File: src/rtl/cic_pkg.sv
// Shared CIC definitions: filter order and the bit-growth helper used by the interpolator and decimator.
package cic_pkg;

  localparam int CIC_ORDER = 3;

  // Interpolator output width: growth of R**(N-1) over the input width.
  function automatic int cic_interp_width(input int width, input int R);
    return width + $clog2(R ** (CIC_ORDER - 1));
  endfunction

endpackage

File: src/rtl/cic_rate_monitor.sv
// Zero-stuff control for the CIC interpolator: tracks an un-injected comb sample and flags rate violations.
// Latency: inject_o is combinational from the current pending state; flags register on the detecting edge.
// Backpressure: none; enables are external, so violations are only reported through sticky flags.
module cic_rate_monitor #(
  parameter int R = 4
) (
  input  logic clk,
  input  logic reset,
  input  logic en_in_i,
  input  logic en_out_i,
  output logic inject_o,
  output logic overrun_o,
  output logic underrun_o
);

  localparam int              PW        = $clog2(R + 1);
  localparam logic [PW-1:0]   PHASE_MAX = PW'(R);
  localparam logic [PW-1:0]   PHASE_ONE = PW'(1);
  localparam logic [PW-1:0]   PHASE_NIL = '0;

  logic          pending_q,  pending_d;
  logic [PW-1:0] phase_q,    phase_d;
  logic          overrun_q,  overrun_d;
  logic          underrun_q, underrun_d;

  assign inject_o   = pending_q & en_out_i;
  assign overrun_o  = overrun_q;
  assign underrun_o = underrun_q;

  always_comb begin
    pending_d  = en_in_i | (pending_q & ~en_out_i);
    phase_d    = phase_q;
    overrun_d  = overrun_q;
    underrun_d = underrun_q;

    // Phase 0 means nothing injected since reset, so a starved slot there is not an underrun.
    if (en_out_i) begin
      if (pending_q) begin
        phase_d = PHASE_ONE;
      end else if (phase_q == PHASE_MAX) begin
        underrun_d = 1'b1;
      end else if (phase_q != PHASE_NIL) begin
        phase_d = phase_q + PHASE_ONE;
      end
    end

    if (en_in_i && pending_q && !en_out_i) begin
      overrun_d = 1'b1;
    end
  end

  always_ff @(posedge clk) begin
    if (reset) begin
      pending_q  <= 1'b0;
      phase_q    <= PHASE_NIL;
      overrun_q  <= 1'b0;
      underrun_q <= 1'b0;
    end else begin
      pending_q  <= pending_d;
      phase_q    <= phase_d;
      overrun_q  <= overrun_d;
      underrun_q <= underrun_d;
    end
  end

endmodule

File: src/rtl/cic_3_interpolator.sv
// Order-3 interpolating CIC: pipelined combs at the en_in rate, zero-stuff by R, integrators at the en_out rate.
// Latency: sample reaches c2 two en_in edges after capture, then out two en_out edges after injection.
// Backpressure: none; rate mismatches between the enables raise sticky overrun/underrun flags.
module cic_3_interpolator
  import cic_pkg::*;
#(
  parameter int R     = 4,
  parameter int width = 8,
  localparam int OW   = cic_interp_width(width, R)
) (
  input  logic                 clk,
  input  logic                 reset,
  input  logic                 en_in,
  input  logic                 en_out,
  input  logic signed [width-1:0] in,
  output logic signed [OW-1:0] out,
  output logic                 overrun,
  output logic                 underrun
);

  logic signed [OW-1:0] in_ext;
  logic signed [OW-1:0] s_dat;
  logic                 inject;

  logic signed [OW-1:0] d0_q, d0_d, d1_q, d1_d, d2_q, d2_d;
  logic signed [OW-1:0] c0_q, c0_d, c1_q, c1_d, c2_q, c2_d;
  logic signed [OW-1:0] i0_q, i0_d, i1_q, i1_d, i2_q, i2_d;

  assign in_ext = {{(OW - width){in[width-1]}}, in};

  cic_rate_monitor #(
    .R (R)
  ) u_rate_monitor (
    .clk        (clk),
    .reset      (reset),
    .en_in_i    (en_in),
    .en_out_i   (en_out),
    .inject_o   (inject),
    .overrun_o  (overrun),
    .underrun_o (underrun)
  );

  // Coincident enables inject the old c2 while the combs load the next one.
  assign s_dat = inject ? c2_q : '0;

  always_comb begin
    d0_d = d0_q;
    d1_d = d1_q;
    d2_d = d2_q;
    c0_d = c0_q;
    c1_d = c1_q;
    c2_d = c2_q;
    i0_d = i0_q;
    i1_d = i1_q;
    i2_d = i2_q;

    if (en_in) begin
      c0_d = in_ext - d0_q;
      d0_d = in_ext;
      c1_d = c0_q - d1_q;
      d1_d = c0_q;
      c2_d = c1_q - d2_q;
      d2_d = c1_q;
    end

    // Modulo-2^OW wrap is intended; the final sum always fits in OW bits.
    if (en_out) begin
      i0_d = s_dat + i0_q;
      i1_d = i0_q + i1_q;
      i2_d = i1_q + i2_q;
    end
  end

  always_ff @(posedge clk) begin
    if (reset) begin
      d0_q <= '0;
      d1_q <= '0;
      d2_q <= '0;
      c0_q <= '0;
      c1_q <= '0;
      c2_q <= '0;
      i0_q <= '0;
      i1_q <= '0;
      i2_q <= '0;
    end else begin
      d0_q <= d0_d;
      d1_q <= d1_d;
      d2_q <= d2_d;
      c0_q <= c0_d;
      c1_q <= c1_d;
      c2_q <= c2_d;
      i0_q <= i0_d;
      i1_q <= i1_d;
      i2_q <= i2_d;
    end
  end

  assign out = i2_q;

endmodule

File: config.mk
export PLATFORM = sky130hd
export DESIGN_NAME = cic_3_interpolator
export DESIGN_NICKNAME = d
export VERILOG_FILES = /design/src/rtl/cic_pkg.sv /design/src/rtl/cic_rate_monitor.sv /design/src/rtl/cic_3_interpolator.sv
export SDC_FILE = /design/constraint.sdc
export NUM_CORES = 1
export LEC_CHECK = 0
export CAP_MARGIN = 15
export CORE_ASPECT_RATIO = 1.25
export CORE_UTILIZATION = 50
export DETAILED_ROUTE_END_ITERATION = 10
export GPL_TIMING_DRIVEN = 1
export PLACE_DENSITY = 0.7
export SYNTH_ARGS = -nofsm -noshare
export SYNTH_HDL_FRONTEND = slang
export SYNTH_SLANG_ARGS = --single-unit
File: constraint.sdc
create_clock -name clk -period 6.6 [get_ports clk]
set_clock_uncertainty 0.05 [all_clocks]
set_input_delay 0.66 -clock clk [delete_from_list [all_inputs] [get_ports clk]]
set_output_delay 0.66 -clock clk [all_outputs]
set_load 0.005 [all_outputs]
# After elaboration in Yosys (flattened, before gate mapping)

Cells that the tools add are included.

Shifts and indexed selects: 0
Multipliers: 0
Order comparisons: 0
Mux-type cells: 4
$add $sub $neg: 7
Equality and inequality tests: 2
Divide/modulo/power cells: 0
Reductions and logical operators: 7
Bitwise operators: 5

Operators by type and width:

| kind                  | count |
|---|---|
| $add A12 B12 Y12      | 3 |
| $sub A12 B12 Y12      | 2 |
| $mux W12              | 1 |
| $mux W3               | 3 |
| $sub A8 B8 Y9         | 1 |
| $reduce_and A3 Y1     | 2 |
| $add A3 B1 Y3 const B | 1 |
| $eq A3 B3 Y1 const B  | 1 |
| $reduce_bool A3 Y1    | 1 |
| $and A1 B1 Y1         | 2 |
| $logic_and A1 B1 Y1   | 2 |
| $ne A2 B1 Y1 const B  | 1 |
| $not A1 Y1            | 2 |
| $reduce_bool A2 Y1    | 1 |
| $logic_not A1 Y1      | 1 |
| $or A1 B1 Y1          | 1 |

Register bits: 110
Memories kept: 0
Bits in read-only memories: 0
Input port bits: 12
Output and inout bits: 14
Word-level logic and storage cells: 38
Bits in latches: 0
RAM bits: 0

# Depth between registers and ports, before layout

Word-level depth: 4
Mapped depth: 11
Depth with buffers taken out: 9

# By module

A second synthesis with hierarchy kept.

Cells, all modules: 768
Area total of the unflattened synthesis: 6,581.3 um2

By module, submodules not included:

| module             | area each (um2) | cells each | seq. area each (um2) | instances |
|---|---|---|---|---|
| cic_3_interpolator | 6,298.5         | 737        | 1,961.9              | 1 |
| cic_rate_monitor   | 282.8           | 31         | 120.1                | 1 |

# Worst setup path after synthesis

OpenSTA, ideal clock, no wires.

Kind: input -> register
Start point: input port en_out
End point: register i0_q[11]
Arrival: 2.822 ns
Cell stages on the path: 10
Setup time: 0.121 ns
Path buffers: 2
Setup slack: 3.607 ns
Required time: 6.429 ns
Cells stage by stage: clkbuf_1 -> clkbuf_1 -> and3_1 -> ha_1 -> a211oi_1 -> o21a_1 -> nor3_2 -> o21a_1 -> o211ai_1 -> mux2_2

Word-level cells in the longest chain between the ends: 3

RTL lines:

| element              | line                     | source |
|---|---|---|
| from (decl)          | cic_3_interpolator.sv:14 | `input logic en_out,` |
| $and A1 B1 Y1        | cic_rate_monitor.sv:26   | `assign inject_o = pending_q & en_out_i;` |
| $mux W12             | cic_3_interpolator.sv:44 | `assign s_dat = inject ? c2_q : '0;` |
| $add A12 B12 Y12     | cic_3_interpolator.sv:68 | `i0_d = s_dat + i0_q;` |
| to (signal assigned) | cic_3_interpolator.sv:92 | `i0_q <= i0_d;` |
| to (decl)            | cic_3_interpolator.sv:27 | `logic signed [OW-1:0] i0_q, i0_d, i1_q, i1_d, i2_q, i2_d;` |

Several ways; a longest one is shown, not always the timed one.
A chain may end at the register's enable or synchronous reset.

# Final worst setup path

Same ends and word-level chain as after synthesis.

==> results.txt <==
Commonest cells post-synth: nor2_1, dfxtp_1, ha_1
power per cell area: 230 nW/um^2
post-synthesis sequential element count: 104
multiplexer share of the synthesized area: 8.67%
ANT nets after route: 0
Max-Cap Viols: 0
CTS buffer count: 9
CTS H-tree depth: 3
GPL Wtd Cong: 0.871
CTS Hold Bufs: 0
largest net degree at the start of global routing: 71
Critical Setup Path Class: in -> reg
worst slew pin tran: 0.925 ns
most frequent cell after synthesis: nor2_1
layout cells sized above 1: 3.73%
Mapped Nets: 846
area share of the largest cell type after synthesis: 32.0%
post-synthesis adder-cell area fraction: 14.0%
Peak VDD IR: 0.000144 V
first-pass detailed-route iteration total: 4
root buf cell: clkbuf_16
cell count after synthesis: 765
vias per cell: 5.67
wire length on met1: 6010 um
num rows: 46
ys flop type: dfxtp_1
EDFF count, synth: 0
Area growth syn-to-layout: 10.1%
xor and xnor area share after synthesis: 4.04%
Hold Crit Class: reg -> reg
die outline width: 104 um
ANT cells: 0
largest family of logic cells by synthesized area: simple AND/OR/NAND/NOR gates
Switch Pwr: 486 uW
top sig layer: met4
Nets: 853
Async SR Flop Fraction: 0%
Ys Warns: 0
CTS tree: done
GRT Total Usage: 21.7%
Synth area leaders: dfxtp_1, ha_1, mux2i_1, nor2_1, a21oi_1
io pins: 26
headroom to the max-slew limit: 38.4%
drt drc: 0
Clock power frac: 33.7%
CP Cell Sequence: buf_2 > and3_1 > ha_1 > a211oi_1 > o21a_1 > nor3_2 > o21a_1 > o211ai_1 > mux2_2
CP most frequent cell: o21a_1
metal3 WL: 336 um
crit start category: primary input
Leakage: 0.00324 uW
clock-pin slew on the worst setup and hold paths: 0.07 ns
Tmin final: 2.71 ns
DRT Wirelength: 13700 um
cell taking the most area after synthesis: dfxtp_1
metal2 WL: 7050 um
Longest Clk Path Bufs: 2
GR Overflow Total: 0
number of global-route vias before repair: 5354
period utilization: 41.1%
Synth Area in Compound Gates: 17.2%
CORE AREA: 12700 um^2
synthesized area: 6500 um^2
post-CTS setup buffers: 0
post-synthesis cell type count: 61
Starting Density: 51.3%
Skew-Pair Late Insertion Delay: 0.35 ns
wire per inst: 14.5 um
net switching fraction of the power: 29.5%
Flop pwr share: 43.3%
Syn Area/Cell: 8.49 um^2
Vias: 5354
Comb power frac: 23.0%
achievable frequency: 0.369 GHz
final cell count without fillers: 945
die area: 13500 um^2
required time worst endpoint: 6.79 ns
Die Y-Extent: 129 um
final number of hold-violating endpoints: 0
clock sink total: 104
first-pass GRT wire length: 23900 um
1st-iter DRT viols: 210
CP Capture Type: flop
internal power: 1160 uW
post-CTS sizing: 0
RSZ-0062 raised after global routing: no
CP max-delay cell: mux2_2
dpl cells: 929
count of final setup violators: 0
TNS Setup: 0 ns
delay of the slowest cell on the worst path: 0.35 ns
status: finished, final reports clean
worst-path fanout max: 21
CP arrival: 2.90 ns
Slew Limit Fails: 0
initial antenna violation count: 0
Synth Area in Simple Gates: 19.4%
detailed placement HPWL: 9780 um
register area share after synthesis: 32.0%
Port Buffers: 25
## worst paths after layout
kind                                                     startpoint                     to  slack [ns]  cells past startpoint
worst max-delay path                                         en_out  i0_q[11]$_SDFFE_PP0P_        3.89                      9
worst min-delay path                           c2_q[9]$_SDFFE_PP0P_   c2_q[9]$_SDFFE_PP0P_        0.42                      2
worst max register to register  u_rate_monitor.pending_q$_SDFF_PP0_  i0_q[11]$_SDFFE_PP0P_        3.91                      8
worst min register to register                 c2_q[9]$_SDFFE_PP0P_   c2_q[9]$_SDFFE_PP0P_        0.42                      2
## metal layers
| layer | track usage [%] | vias up |
|---|---|---|
| met5 | 0 | - |
| li1 | - | 2738 |
| met3 | 4.07 | 19 |
| met4 | 9.92 | 0 |
| met1 | 23.6 | 2530 |
| met2 | 41.0 | 67 |
## registers in the layout (all words and copies together), names as in the netlist
register                   cells
u_rate_monitor.underrun_o      1
d2_q                          12
u_rate_monitor.phase_q         3
i0_q                          12
out                           12
d0_q                           8
i1_q                          12
d1_q                           9
c0_q                           9
u_rate_monitor.pending_q       1
c2_q                          12
c1_q                          12
u_rate_monitor.overrun_o       1
## power groups by stage
stage	Sequential [uW]	Clock, uW	Combinational (uW)
after global placement	726	0	364
final	714	556	378
after global routing	720	596	429
after CTS	714	573	377
after floorplan	714	0	300
after detailed placement	728	0	373
## final cells by class
| class | instances | area [um^2] |
|---|---|---|
| clock buffer | 13 | 260 |
| clock inverter | 3 | 47.5 |
| fill | 1156 | 5510 |
| inverter | 49 | 184 |
| multi-input combinational | 580 | 4110 |
| sequential | 104 | 2080 |
| tap | 168 | 210 |
| timing repair buffer | 28 | 260 |
## placed cells by master (no fill, tap or decap), types with 18 or more instances in the layout
cell / instances
nor2_1: 105
dfxtp_1: 104
ha_1: 63
mux2i_1: 54
inv_1: 49
a21oi_1: 47
nand2_1: 36
o21ai_0: 31
clkdlybuf4s50_1: 22
xnor2_1: 18
## worst max-delay path: cells and delay by family
kind                     cells  cell delay (ns)
buffers and inverters        1             0.33
AO/OA/AOI/OAI                4             0.92
AND/OR/NAND/NOR              2             0.37
adder cells (fa/ha/maj)      1             0.27
multiplexers                 1             0.35
## cells by family after synthesis
| family | Yosys count |
|---|---|
| buf+inv | 81 |
| fa+ha+maj | 69 |
| flops | 104 |
| simple gates | 255 |
| xor+xnor | 30 |
| compound gates | 170 |
| mux | 56 |
## through the flow
stage / hold slack [ns] / power (uW) / worst slack [ns] / area, um^2 / utilization (%)
4_1_cts: 0.418 / 1660 / 3.90 / 7150 / 56.5
3_5_place_dp: 0.406 / 1100 / 3.55 / 6840 / 54.1
6_report: 0.419 / 1650 / 3.89 / 7150 / 56.5
2_1_floorplan: 0.384 / 1010 / 3.61 / 6500 / -
5_1_grt: 0.433 / 1740 / 3.73 / 7150 / 56.5
3_3_place_gp: 0.401 / 1090 / 3.62 / 6840 / 54.1
No activity file was read; power rests on OpenSTA's default activity.
